$ cat config.mk
export PLATFORM = sky130hd
export DESIGN_NAME = lfsr_stream_flat
export DESIGN_NICKNAME = d
export VERILOG_FILES = /design/src/rtl/lfsr_pkg.sv /design/src/rtl/lfsr_stream_if.sv /design/src/rtl/lfsr_step.sv /design/src/rtl/lfsr_stream.sv /design/src/flat_wrapper.sv
export SDC_FILE = /design/constraint.sdc
export NUM_CORES = 1
export LEC_CHECK = 0
export CAP_MARGIN = 20
export CORE_ASPECT_RATIO = 0.6
export CORE_MARGIN = 1
export CORE_UTILIZATION = 53
export DETAILED_ROUTE_END_ITERATION = 6
export HOLD_SLACK_MARGIN = 0.08
export PLACE_DENSITY = 0.8
export RECOVER_POWER = 100
export SLEW_MARGIN = 20
export SYNTH_ARGS = -nofsm -noshare
export SYNTH_HDL_FRONTEND = slang
export SYNTH_HIERARCHICAL = 1
export SYNTH_SLANG_ARGS = --single-unit
$ cat constraint.sdc
create_clock -name clk_i -period 2.3 [get_ports clk_i]
set_input_delay 0.23 -clock clk_i [delete_from_list [all_inputs] [get_ports clk_i]]
set_output_delay 0.23 -clock clk_i [all_outputs]
set_load 0.02 [all_outputs]
$ cat src/rtl/lfsr_pkg.sv
// Shared types and tap constants for the LFSR stream generators.
package lfsr_pkg;

  typedef enum logic {
    EMPTY = 1'b0,
    FULL  = 1'b1
  } buf_state_e;

  // Maximal-length Galois feedback masks for common widths.
  localparam logic [3:0]  LFSR_TAPS_4  = 4'hC;
  localparam logic [15:0] LFSR_TAPS_16 = 16'hB400;
  localparam logic [31:0] LFSR_TAPS_32 = 32'h8020_0003;

endpackage

$ cat src/rtl/lfsr_stream_if.sv
// Valid/ready word stream carrying LFSR output words to a consumer.
interface lfsr_stream_if #(
  parameter int OUT_W = 16
);

  logic             out_valid_o;
  logic             out_ready_i;
  logic [OUT_W-1:0] out_data_o;

  modport master (
    output out_valid_o,
    output out_data_o,
    input  out_ready_i
  );

  modport slave (
    input  out_valid_o,
    input  out_data_o,
    output out_ready_i
  );

endinterface

$ cat src/rtl/lfsr_step.sv
// Combinational Galois LFSR next-state function; reusable by other generators.
module lfsr_step
  import lfsr_pkg::*;
#(
  parameter int               WIDTH = 32,
  parameter logic [WIDTH-1:0] TAPS  = WIDTH'(LFSR_TAPS_32)
) (
  input  logic [WIDTH-1:0] state_i,
  output logic [WIDTH-1:0] next_o
);

  assign next_o = state_i[0] ? ((state_i >> 1) ^ TAPS) : (state_i >> 1);

endmodule

$ cat src/rtl/lfsr_stream.sv
// Galois LFSR word source with a one-entry valid/ready buffer, seed loading and
// period detection. Define LFSR_STREAM_LOCKUP_EN to replace zero seeds with SEED.
module lfsr_stream
  import lfsr_pkg::*;
#(
  parameter int               WIDTH = 32,
  parameter logic [WIDTH-1:0] TAPS  = WIDTH'(LFSR_TAPS_32),
  parameter logic [WIDTH-1:0] SEED  = WIDTH'(1),
  parameter int               OUT_W = 16
) (
  input  logic               clk_i,
  input  logic               reset_i,
  input  logic               en_i,
  input  logic               seed_valid_i,
  input  logic [WIDTH-1:0]   seed_i,
  lfsr_stream_if.master      stream,
  output logic [WIDTH-1:0]   state_o,
  output logic               period_o,
  output logic [WIDTH-1:0]   period_len_o,
  output logic               lockup_o
);

  localparam logic [WIDTH-1:0] ONE = WIDTH'(1);

  buf_state_e       buf_q, buf_d;
  logic [WIDTH-1:0] state_q, seed_q, count_q;
  logic [WIDTH-1:0] next_state, load_value;
  logic             step, load_zero;

  lfsr_step #(
    .WIDTH (WIDTH),
    .TAPS  (TAPS)
  ) u_step (
    .state_i (state_q),
    .next_o  (next_state)
  );

  // A full buffer only advances when the consumer takes the current word.
  assign step = en_i && !seed_valid_i && ((buf_q == EMPTY) || stream.out_ready_i);

`ifdef LFSR_STREAM_LOCKUP_EN
  assign load_zero  = (seed_i == '0);
  assign load_value = load_zero ? SEED : seed_i;
`else
  assign load_zero  = 1'b0;
  assign load_value = seed_i;
`endif

  always_comb begin
    // NOTE: default assigned first so every path drives buf_d; no latch is inferred.
    buf_d = buf_q;
    if (seed_valid_i) begin
      buf_d = EMPTY;
    end else if (step) begin
      buf_d = FULL;
    end else if ((buf_q == FULL) && stream.out_ready_i) begin
      buf_d = EMPTY;
    end
  end

  always_ff @(posedge clk_i) begin
    // NOTE: non-blocking assignments so every register samples pre-edge values.
    if (reset_i) begin
      buf_q <= EMPTY;
    end else begin
      buf_q <= buf_d;
    end
  end

  always_ff @(posedge clk_i) begin
    if (reset_i) begin
      state_q           <= SEED;
      seed_q            <= SEED;
      count_q           <= '0;
      stream.out_data_o <= '0;
      period_o          <= 1'b0;
      period_len_o      <= '0;
      lockup_o          <= 1'b0;
    end else begin
      period_o <= 1'b0;
      lockup_o <= 1'b0;
      if (seed_valid_i) begin
        state_q  <= load_value;
        seed_q   <= load_value;
        count_q  <= '0;
        lockup_o <= load_zero;
      end else if (step) begin
        state_q           <= next_state;
        stream.out_data_o <= next_state[OUT_W-1:0];
        // Returning to the loaded seed closes one period.
        if (next_state == seed_q) begin
          period_o     <= 1'b1;
          period_len_o <= count_q + ONE;
          count_q      <= '0;
        end else begin
          count_q <= count_q + ONE;
        end
      end
    end
  end

  assign stream.out_valid_o = (buf_q == FULL);
  assign state_o            = state_q;

endmodule

$ cat src/flat_wrapper.sv
// flat-port wrapper written by rule: the top's interface ports become plain ports
module lfsr_stream_flat import lfsr_pkg::*;
#(
  parameter int               WIDTH = 32,
  parameter logic [WIDTH-1:0] TAPS  = WIDTH'(LFSR_TAPS_32),
  parameter logic [WIDTH-1:0] SEED  = WIDTH'(1),
  parameter int               OUT_W = 16
)
  (clk_i, reset_i, en_i, seed_valid_i, seed_i, state_o, period_o, period_len_o, lockup_o, stream_out_valid_o, stream_out_data_o, stream_out_ready_i);
  lfsr_stream_if #(.OUT_W(OUT_W)) stream_i ();
  input  logic clk_i;
  input  logic reset_i;
  input  logic en_i;
  input  logic seed_valid_i;
  input  logic [WIDTH-1:0] seed_i;
  output logic [WIDTH-1:0] state_o;
  output logic period_o;
  output logic [WIDTH-1:0] period_len_o;
  output logic lockup_o;
  output wire logic [$bits(stream_i.out_valid_o)-1:0] stream_out_valid_o;
  output wire logic [$bits(stream_i.out_data_o)-1:0] stream_out_data_o;
  input wire logic [$bits(stream_i.out_ready_i)-1:0] stream_out_ready_i;
  assign stream_out_valid_o = stream_i.out_valid_o;
  assign stream_out_data_o = stream_i.out_data_o;
  assign stream_i.out_ready_i = stream_out_ready_i;
  lfsr_stream #(.WIDTH(WIDTH), .TAPS(TAPS), .SEED(SEED), .OUT_W(OUT_W)) u_core (.clk_i(clk_i), .reset_i(reset_i), .en_i(en_i), .seed_valid_i(seed_valid_i), .seed_i(seed_i), .stream(stream_i), .state_o(state_o), .period_o(period_o), .period_len_o(period_len_o), .lockup_o(lockup_o));
endmodule
==> metrics <==
status=finished, violations left; failing checks=negative setup slack; Area contributors post-synth=dfxtp_1, nor2_1, a21oi_1, xor2_1, mux2i_1; first-pass GRT wire length=31,000 µm; Worst Skew=9.14 ps; Reg2Reg Depth=9; Worst slew margin=17.7%; Net Count, Synth=roughly 860; final hold slack=roughly 350 ps; die height=between 80 and 90 µm; unrepaired setup endpoints after global routing=true; HP Class=input port to flop; Critical R2R Capture=u_core/count_q[18]; # port buffers=about 120; Synth Area in Adders=less than 1%; Synth Area in XOR/XNOR=8.10%; area leader, netlist=dfxtp_1; row count=31; Slew Viols, Final=0; sequential share of the synthesized area=between 40% and 50%; Final ANT Viol Nets=0; fin nets=about 970; Top-Level Pins=120; P&R area growth vs syn=30.6%; Simple-Gate Fraction of Synth Area=a little over a fifth; Starting Density=between 50% and 60%; required time worst endpoint=between 2000 and 3000 ps; Max-Cap Viols=0; Synth Instances=roughly 830; full die area=about 13,000 µm²; Final Setup Violations=2; Placed Area=between 8000 and 9000 µm²; CTS tree=built; fin crit share=100%; # clock sinks=146; post-synthesis cell area=a little under 7000 µm²; Routed WL=20,200 µm; Mapped Avg Cell Area=8.24 µm²; hold buffer count at CTS=0; vias per std cell=5.85; vias=~6,500; hpwl dp=approximately 13,000 µm; mux share of post-synthesis cell area=under 10%; Pwr Density=a little under 700 nW/µm²; CTS max path bufs=2; Crit. End Element=flop; most frequent cells in the layout=dfxtp_1, nor2_1, a21oi_1, nand2_1, dlygate4sd3_1; R2R Setup Slk=-10 ps; # diodes=0; initial DRC count=between 600 and 700; largest net degree at the start of global routing=97; drt pass-1 iters=7; final worst slack=-11.0 ps; Final Cell Area=approximately 9000 µm²; number of synthesized register bits=roughly 150; wire per inst=about 18 µm; worst-margin pin slew=1230 ps; Hold Crit Endpoint=u_core/seed_q[15]; GRT Total Usage=29.7%; CTS buffer count=17; crit-path max FO=5; DRC errors left=0; crit path DAT=approximately 2600 ps; gr ovfl total=0; hold path startpoint=reset_i; leakage power=3.59 nW; Syn. warnings=6; main combinational cell family by area after synthesis=simple AND/OR/NAND/NOR gates; CP Class=flop to flop; Worst Setup Start Kind=flop; GPL Wtd Cong=approximately 0.87; die width=about 150 µm; post-synthesis compound-gate area fraction=15.0%; Root Driver=clkbuf_16; vias in the first global route=5,967; Clk pin slew, worst setup/hold paths=about 60 ps; VDD IR max=0.490 mV; CTS H-tree depth=4; Post-synth EDFFs=0; ys flop type=dfxtp_1; WHS Path Cells=3; fmax=approximately 430 MHz; initial antenna violation count=0; Fin. Hold Viols=0; core box area=approximately 12,000 µm²; Clock Latency Late Sink=approximately 420 ps; commonest non-fill, non-tap cell in the layout=dfxtp_1; share of layout cells above drive strength 1=about an eighth; Critical R2R Launch=u_core/state_o[0]; Yosys top cell area share=between 40% and 50%; Final min period=2310 ps; FFs w/ async S/R, synth=0%; Unique masters post-synth=between 40 and 50
per-layer routing:
layer | share of wire [%] | global-route usage, % | vias to the layer above
li1 | - | - | 3019
met2 | 44 | 43.9 | 383
met1 | 45 | 43.6 | 3027
met3 | 10 | 5.74 | 32
met4 | 1.2 | 8.85 | 0
met5 | 0 | 0 | -
worst max-delay path: stages, from the launching register on:
cell     delay [ps]
dfxtp_4         380
xor2_2          190
xor2_1          180
nor4_1          280
nand4_1         200
buf_4           200
or2_4           280
buf_4           160
a22oi_1         200
o31ai_1         120
worst max path at each step:
| stage | cells past startpoint | slack, ps | from | end |
|---|---|---|---|---|
| after floorplan | 9 | 80 | u_core/state_o[0] | u_core/count_q[9] |
| after global placement | 9 | 90 | u_core/state_o[0] | u_core/period_len_o[2] |
| after detailed placement | 8 | -60 | stream_out_ready_i | u_core/count_q[14] |
| after global routing | 8 | -60 | u_core/state_o[30] | u_core/count_q[18] |
| after CTS | 10 | 50 | u_core/state_o[0] | u_core/period_len_o[28] |
| final | 9 | -10 | u_core/state_o[0] | u_core/count_q[18] |
Yosys cell counts, drive strengths merged (7+ instances only):
cell type  instances
or3                8
xor2              42
dfxtp            146
o21ai             26
nand4              8
buf               41
nor3              10
clkbuf            48
mux2i             34
nor2             114
a31oi              8
xnor2             21
nor4              14
inv               13
nand3             46
a21o               7
nand2             82
a21oi             83
a211oi            28
logic make-up after synthesis:
logic type | after synthesis
xor+xnor | 63
flops | 146
simple gates | 306
other cells | 1
mux | 36
compound gates | 171
fa+ha+maj | 1
buf+inv | 102
area by class of cell:
type	instances	area [µm²]
Inverter	13	48.8
Multi-Input combinational cell	579	3470
Tap cell	165	206
Sequential cell	146	2930
Timing Repair Buffer	172	1660
Clock buffer	22	484
Clock inverter	8	103
Fill cell	867	3400
report_power, final:
part	internal [mW]	switching (mW)	total, mW
Combinational	0.296	0.393	0.689
Clock	1.70	1.07	2.77
Sequential	2.61	0.0703	2.68
Total	4.60	1.53	6.13
metrics by stage:
| step | cells | utilization (%) | total power [mW] | setup WS (ps) | TNS [ps] |
|---|---|---|---|---|---|
| after floorplan | 826 | - | 3.12 | 79.1 | 0 |
| after global placement | 1066 | 66.0 | 3.36 | 86.9 | 0 |
| after detailed placement | 1066 | 66.0 | 3.39 | -57.8 | -284 |
| after CTS | 1099 | 71.2 | 6.12 | 45.5 | 0 |
| after global routing | 1105 | 72.3 | 6.31 | -60.1 | -419 |
| final | 1105 | 72.3 | 6.13 | -11.0 | -18.1 |
state kept, by name (all words and copies together) (netlist names):
| signal | cells |
|---|---|
| u_core/period_o | 1 |
| u_core/seed_q | 32 |
| u_core/period_len_o | 32 |
| u_core/stream.out_valid_o | 1 |
| u_core/count_q | 32 |
| u_core/stream.out_data_o | 16 |
| u_core/state_o | 32 |
timing repair:
action | CTS | global route
setup buffers | 2 | 4
cloned | 1 | 2
resized for setup | 1 | 21
pin swaps | 1 | 7
endpoints found under the setup margin | 16 | 51
Note: power is estimated with default switching activity, not from simulation.
